===== src/rtl/adc_scan_framer.sv =====
// Periodic multi-channel ADC scan sequencer that frames each sample as header + MSB-first bytes for a UART.
// Latency: scan starts the cycle after a tick; every byte costs at least SEND + GAP + TXW (>=3 cycles).
// Backpressure: each byte waits in TXW until tx_busy is low. Optional trailer checksum: define FRAME_CHECKSUM_EN.
module adc_scan_framer #(
  parameter int NUM_CH   = 4,
  parameter int SAMPLE_W = 12,
  parameter int SCAN_DIV = 5000
) (
  input  logic                clk,
  input  logic                reset_N,
  input  logic                enable,
  input  logic [NUM_CH-1:0]   ch_mask,
  output logic                adc_go,
  output logic [3:0]          adc_ch,
  input  logic                adc_done,
  input  logic [SAMPLE_W-1:0] adc_val,
  input  logic                tx_busy,
  output logic                new_data,
  output logic [7:0]          data_in,
  output logic                scan_done,
  output logic                overrun
);

  localparam int NBYTES = (SAMPLE_W + 7) / 8;
  localparam int SW     = NBYTES * 8;
  localparam int BW     = $clog2(NBYTES + 1);
  localparam int CW     = $clog2(SCAN_DIV);

  typedef enum logic [3:0] {
    IDLE, SELECT, CONV, WAIT_ADC, SEND, GAP, TXW,
`ifdef FRAME_CHECKSUM_EN
    TRAIL,
`endif
    FINISH
  } state_t;

  state_t              state_q, state_d;
  logic [CW-1:0]       cnt_q;
  logic                tick;
  logic [NUM_CH-1:0]   mask_q;
  logic [4:0]          idx_q;      // one bit wider than adc_ch so idx can step past channel 15
  logic [SW-1:0]       sample_q;
  logic [BW-1:0]       b_q;
  logic                sel_found;
  logic [3:0]          sel_ch;
  logic [7:0]          nxt_byte;
`ifdef FRAME_CHECKSUM_EN
  logic [7:0]          chk_q;
  logic                trail_q;
`endif

  assign tick = enable && (cnt_q == CW'(SCAN_DIV - 1));

  // Scan-rate counter: free-runs while enabled, parked at zero otherwise
  always_ff @(posedge clk or negedge reset_N) begin
    if (!reset_N)     cnt_q <= '0;
    else if (!enable) cnt_q <= '0;
    else if (tick)    cnt_q <= '0;
    else              cnt_q <= cnt_q + CW'(1);
  end

  // Sticky overrun: a tick that lands while a scan is still running is dropped and flagged
  always_ff @(posedge clk or negedge reset_N) begin
    if (!reset_N)                          overrun <= 1'b0;
    else if (!enable)                      overrun <= 1'b0;
    else if (tick && (state_q != IDLE))    overrun <= 1'b1;
  end

  // Lowest latched-mask channel at or above the current index
  always_comb begin
    sel_found = 1'b0;
    sel_ch    = '0;
    for (int i = NUM_CH - 1; i >= 0; i--) begin
      if (mask_q[i] && (i >= int'(idx_q))) begin
        sel_found = 1'b1;
        sel_ch    = 4'(i);
      end
    end
  end

  // Next data byte after header/byte b: bytes go out most significant first
  always_comb begin
    nxt_byte = '0;
    for (int k = 0; k < NBYTES; k++) begin
      if (b_q == BW'(NBYTES - 1 - k)) nxt_byte = sample_q[8*k +: 8];
    end
  end

  // State register
  always_ff @(posedge clk or negedge reset_N) begin
    if (!reset_N) state_q <= IDLE;
    else          state_q <= state_d;
  end

  // Next-state logic and the single-cycle strobes, which are pure state decodes
  always_comb begin
    state_d   = state_q;
    adc_go    = 1'b0;
    new_data  = 1'b0;
    scan_done = 1'b0;
    case (state_q)
      IDLE:     if (tick && (ch_mask != '0)) state_d = SELECT;
      SELECT: begin
        if (sel_found) state_d = CONV;
`ifdef FRAME_CHECKSUM_EN
        else           state_d = TRAIL;
`else
        else           state_d = FINISH;
`endif
      end
      CONV: begin
        adc_go  = 1'b1;
        state_d = WAIT_ADC;
      end
      WAIT_ADC: if (adc_done) state_d = SEND;
      SEND: begin
        new_data = 1'b1;
        state_d  = GAP;
      end
      GAP:      state_d = TXW;
      TXW: begin
        if (!tx_busy) begin
`ifdef FRAME_CHECKSUM_EN
          if (trail_q)                         state_d = FINISH;
          else
`endif
          if (b_q != BW'(NBYTES))              state_d = SEND;
          else                                 state_d = SELECT;
        end
      end
`ifdef FRAME_CHECKSUM_EN
      TRAIL: begin
        new_data = 1'b1;
        state_d  = GAP;
      end
`endif
      FINISH: begin
        scan_done = 1'b1;
        state_d   = IDLE;
      end
      default:  state_d = IDLE;
    endcase
  end

  // Scan datapath: mask latch, channel index, sample capture, byte sequencing
  always_ff @(posedge clk or negedge reset_N) begin
    if (!reset_N) begin
      mask_q   <= '0;
      idx_q    <= '0;
      adc_ch   <= '0;
      sample_q <= '0;
      b_q      <= '0;
      data_in  <= '0;
`ifdef FRAME_CHECKSUM_EN
      chk_q    <= '0;
      trail_q  <= 1'b0;
`endif
    end else begin
      case (state_q)
        IDLE: begin
          if (state_d == SELECT) begin
            mask_q <= ch_mask;
            idx_q  <= '0;
`ifdef FRAME_CHECKSUM_EN
            chk_q   <= '0;
            trail_q <= 1'b0;
`endif
          end
        end
        SELECT: begin
          if (sel_found) adc_ch <= sel_ch;
`ifdef FRAME_CHECKSUM_EN
          else begin
            data_in <= chk_q;
            trail_q <= 1'b1;
          end
`endif
        end
        WAIT_ADC: begin
          if (adc_done) begin
            sample_q <= SW'(adc_val);
            b_q      <= '0;
            data_in  <= {4'h8, adc_ch};
          end
        end
`ifdef FRAME_CHECKSUM_EN
        SEND:     chk_q <= chk_q ^ data_in;
`endif
        TXW: begin
`ifdef FRAME_CHECKSUM_EN
          if (!tx_busy && !trail_q) begin
`else
          if (!tx_busy) begin
`endif
            if (b_q != BW'(NBYTES)) begin
              b_q     <= b_q + BW'(1);
              data_in <= nxt_byte;
            end else begin
              idx_q   <= {1'b0, adc_ch} + 5'd1;
            end
          end
        end
        FINISH:   idx_q <= '0;
        default:  ;
      endcase
    end
  end

endmodule


===== config.mk =====
export PLATFORM = sky130hd
export DESIGN_NAME = adc_scan_framer
export DESIGN_NICKNAME = d
export VERILOG_FILES = /design/src/rtl/adc_scan_framer.sv
export SDC_FILE = /design/constraint.sdc
export NUM_CORES = 1
export LEC_CHECK = 0
export CORE_UTILIZATION = 25
export DETAILED_ROUTE_END_ITERATION = 6
export GPL_TIMING_DRIVEN = 1
export HOLD_SLACK_MARGIN = 0.02
export SETUP_SLACK_MARGIN = 0.02
export SLEW_MARGIN = 20
export SYNTH_ARGS = -nofsm -noshare
export SYNTH_HDL_FRONTEND = slang
export SYNTH_SLANG_ARGS = --single-unit

===== constraint.sdc =====
create_clock -name clk -period 1.8 [get_ports clk]
set_input_delay 0.45 -clock clk [delete_from_list [all_inputs] [get_ports clk]]
set_output_delay 0.45 -clock clk [all_outputs]
set_load 0.05 [all_outputs]

# Yosys cells after proc, flatten, opt, wreduce, memory -nomap -nowiden
# Index checks and enable logic that the tools add are counted.
[totals] reg_bits=53 inputBits=21 output_inout_bits=16 word_cells=86
[op_classes] addsub=3 order_cmp=4 n_eq_ne=17 muxes=35 reduce_logical=18
[op_table] op="$mux W8" count=5
[op_table] op="$pmux W4 S7" count=1
[op_table] op="$mux W13" count=2
[op_table] op="$mux W4" count=6
[op_table] op="$eq A4 B3 Y1 const B" count=4
[op_table] op="$pmux W8 S2" count=1
[op_table] op="$mux W5" count=3
[op_table] op="$pmux W5 S3" count=1
[op_table] op="$add A13 B1 Y13 const B" count=1
[op_table] op="$eq A13 B13 Y1 const B" count=1
[op_table] op="$ne A2 B2 Y1 const B" count=6
[op_table] op="$ge A1 B5 Y1 const A" count=2
[op_table] op="$ge A2 B5 Y1 const A" count=2
[op_table] op="$mux W1" count=9
[op_table] op="$eq A4 B1 Y1 const B" count=2
[op_table] op="$eq A4 B2 Y1 const B" count=2
[op_table] op="$mux W2" count=4
[op_table] op="$reduce_and A4 Y1" count=2
[op_table] op="$reduce_bool A4 Y1" count=2
[op_table] op="$logic_and A1 B1 Y1" count=7
[op_table] op="$mux W3" count=2
[op_table] op="$reduce_and A2 Y1" count=3
[op_table] op="$add A4 B1 Y5 const B" count=1
[op_table] op="$logic_not A4 Y1" count=1
[op_table] op="7 further kinds" count=7

# Depth between registers and ports, before layout
[depth] word_depth=11 mapped_depth=7 depth_no_buf=6

# Worst setup path after synthesis
# OpenSTA, ideal clock, no wires.
[synth_timing] path_type="reg-to-output" start="register state_q[2]" end="output port new_data" t_arrival_ns=2.136 required_ns=1.350 slack_ns=-0.786 stages_incl_launch_ff=4 n_path_buf=1 cell_sequence="dfrtp_1 buf_2 inv_1 nor4_1"
[synth_via] elab_chain_len=2
[synth_rtl] item="start, declared" line_no="37" rtl="state_t state_q, state_d;"
[synth_rtl] item="start signal, assigned" line_no="92" rtl="else state_q <= state_d;"
[synth_rtl] item="$eq A4 B3 Y1" line_no="101" rtl="case (state_q)"
[synth_rtl] item="$mux W1" line_no="101"
[synth_rtl] item="end, declared" line_no="18" rtl="output logic new_data,"
# Every way passes these cells.

# Final worst setup path
[layout_timing] start="register state_q[3]" end="output port adc_go"
[layout_via] elab_chain_len=2
[layout_rtl] item="$eq A4 B2 Y1" line_no="101"
[layout_rtl] item="$mux W1" line_no="101"
[layout_rtl] item="end, declared" line_no="13" rtl="output logic adc_go,"
# Every way passes these cells.

==> results.json <==
{
  "synth_edf_count": 0,
  "grt_max_degree": 50,
  "yosysUniqueCellTypes": 48,
  "setup_ws_ps": -63.60,
  "grtUsageMet1": 0.1397,
  "use_met2": 0.1960,
  "postSynthAreaPerCell_um2": 10.62,
  "drc_errors": 0,
  "grt_pass1_vias": 1864,
  "busiest_layer": "met2",
  "wl_per_cell_um": 12.57,
  "yosysTopAreaCell": "dfrtp_1",
  "crit_type": "reg2out",
  "crit_family": "flip-flops",
  "cts.sinks": 49,
  "drtPass1Iterations": 4,
  "max_clock_freq_mhz": 536.6,
  "num_rows": 35,
  "async_flop_share": 1.000,
  "outcome": "complete, but fails checks",
  "drt_iter0_drc": 47,
  "nFillCells": 966,
  "path_clk_slew_ps": 90,
  "total_power_mw": 3.047,
  "finalClockSkew_ps": 7.282,
  "powerDensity_nw_per_um2": 897.9,
  "ys.flop_type": "dfrtp_1",
  "die_area_um2": 10170,
  "hold_violations": 0,
  "final_util": 0.3621,
  "ys_ff_latch": 49,
  "dp_hpwl_um": 3864,
  "synth_common_cells": "dfrtp_1, nand2_1, nor2_1",
  "ys_seq_area_frac": 0.5020,
  "p_leak_nw": 1.559,
  "synth_most_common_cell": "dfrtp_1",
  "violations": "negative setup slack",
  "ant_nets": 0,
  "hp-class": "in2async",
  "place_ws_ps": -422.2,
  "start_kind": "register",
  "finalSetupViolations": 4,
  "fin_nets": 323,
  "cp_data_arrival_time_ps": 1410,
  "required_ps": 1350,
  "syn_inst": 230,
  "min_period_over_period": 1.035,
  "cts_htree_levels": 2,
  "fin_crit_ps": 1864,
  "path_max_fanout": 4,
  "end_kind": "primary output",
  "yosys_warnings": 0,
  "crit_path_cell_trace": "buf_6 -> nor2b_4 -> nor3b_4 -> buf_12",
  "vdd_drop_max_uv": 392.4,
  "rsz0062_at_grt": "yes",
  "grt_first_pass_wirelength_um": 8956,
  "num_vias": 1904,
  "crit_buf_inv": 2,
  "cap_violations": 0,
  "slew_viol_final": 0,
  "synth_area_leaders": "dfrtp_1, mux2_1, nand2_1",
  "max_stage_delay_ps": 420,
  "port_buffers": 34,
  "antenna_found_initial": 0,
  "critPathSlowestCell": "dfrtp_1",
  "die_w_um": 100.8,
  "vias_per_cell": 4.459,
  "diodes": 0,
  "core-area_um2": 9371,
  "numCtsBuffers": 5,
  "die_h_um": 100.8,
  "track_usage": 0.1150,
  "use_met3": 0.02843,
  "cts_tree": "done",
  "cts_root_buf": "clkbuf_8",
  "clk_latency_ps": 310,
  "grt-ovfl-total": 0,
  "place.gp.congestion": 0.7509,
  "netlist.area_leader.share": 0.5020,
  "drive_above_1_share": 0.2718,
  "ios": 37,
  "syn_area_um2": 2442,
  "drt-total-wl_um": 5369,
  "clockBufferDepth": 2,
  "start_util": 0.2606,
  "area_growth_pct": 38.93
}
power breakdown:
group | switching [mW] | total [mW] | internal [mW] | leakage (nW)
Clock | 0.368 | 0.680 | 0.312 | 0.0512
Sequential | 0.165 | 1.47 | 1.31 | 0.663
Combinational | 0.430 | 0.893 | 0.463 | 0.845
Total | 0.963 | 3.05 | 2.08 | 1.56
flip-flops by register name, indices dropped and copies added (netlist names):
name      count
adc_ch        2
b_q           2
cnt_q        13
data_in       8
idx_q         3
mask_q        4
overrun       1
sample_q     12
state_q       4
per-stage QoR:
step	cells	TNS (ps)	cell area, µm²	hold slack (ps)
after floorplan	232	0	2476	154.4
after global placement	409	-3216	3148	466.8
after detailed placement	409	-3719	3148	459.5
after CTS	425	-178.1	3354	132.4
after global routing	427	-426.5	3393	141.9
final	427	-172.2	3393	108.8
layer usage:
layer | wire, µm | vias to the layer above
li1 | - | 939
met1 | 2389 | 911
met2 | 2679 | 44
met3 | 206 | 10
met4 | 94 | 0
met5 | 0 | -
layout make-up:
type	count	area [µm²]	share of cell area
well taps	129	161.4	0.04757
flip-flops and latches	49	1226	0.3614
inverters	6	22.52	0.006637
clock inverters	2	13.76	0.004056
clock buffers	6	82.58	0.02434
multi-input cells	165	1205	0.3551
repair buffers	70	681.9	0.2010
final timing paths:
kind / startpoint / to / slack, ps / depth (start not counted)
max: state_q[3]$_DFF_PN0_ / adc_go / -60 / 4
min: reset_N / data_in[5]$_DFFE_PN0P_ / 110 / 2
max reg2reg: state_q[1]$_DFF_PN0_ / adc_ch[0]$_DFFE_PN0P_ / -60 / 5
min reg2reg: sample_q[4]$_DFFE_PN0P_ / sample_q[4]$_DFFE_PN0P_ / 490 / 1
max in group asynchronous: reset_N / overrun$_DFFE_PN0P_ / 1450 / 2
min in group clk: sample_q[4]$_DFFE_PN0P_ / sample_q[4]$_DFFE_PN0P_ / 490 / 1
cell usage in the layout (no fill, tap or decap), types with 4 or more instances in the layout:
| cell type | instances |
|---|---|
| nor2b_1 | 5 |
| buf_12 | 7 |
| dfrtp_1 | 49 |
| nand3_1 | 5 |
| ha_1 | 5 |
| clkdlybuf4s50_1 | 17 |
| o22ai_1 | 5 |
| clkbuf_8 | 6 |
| inv_1 | 5 |
| nand2_1 | 20 |
| a21oi_1 | 9 |
| buf_6 | 5 |
| nor2_1 | 19 |
| and3_1 | 5 |
| mux2_1 | 12 |
| nand4_1 | 4 |
| o21ai_1 | 9 |
| xor2_1 | 8 |
| buf_4 | 38 |
| nor3_1 | 5 |
| mux2_4 | 5 |
repair_timing:
item                                    CTS  global route
pin swaps                                 4             3
setup buffers                             8             2
hold buffers                              0             0
endpoints found under the setup margin    9            23
resized for setup                        13             6
cells by family after synthesis:
logic type,after synthesis,share of synthesized area
XOR/XNOR,11,0.03945
buffers and inverters,18,0.03893
flip-flops,49,0.5021
AO/OA/AOI/OAI,39,0.09938
AND/OR/NAND/NOR,87,0.1962
multiplexers,20,0.09683
other,1,0.001535
adder cells (fa/ha/maj),5,0.02561
Power figures use the tool's default switching activity.
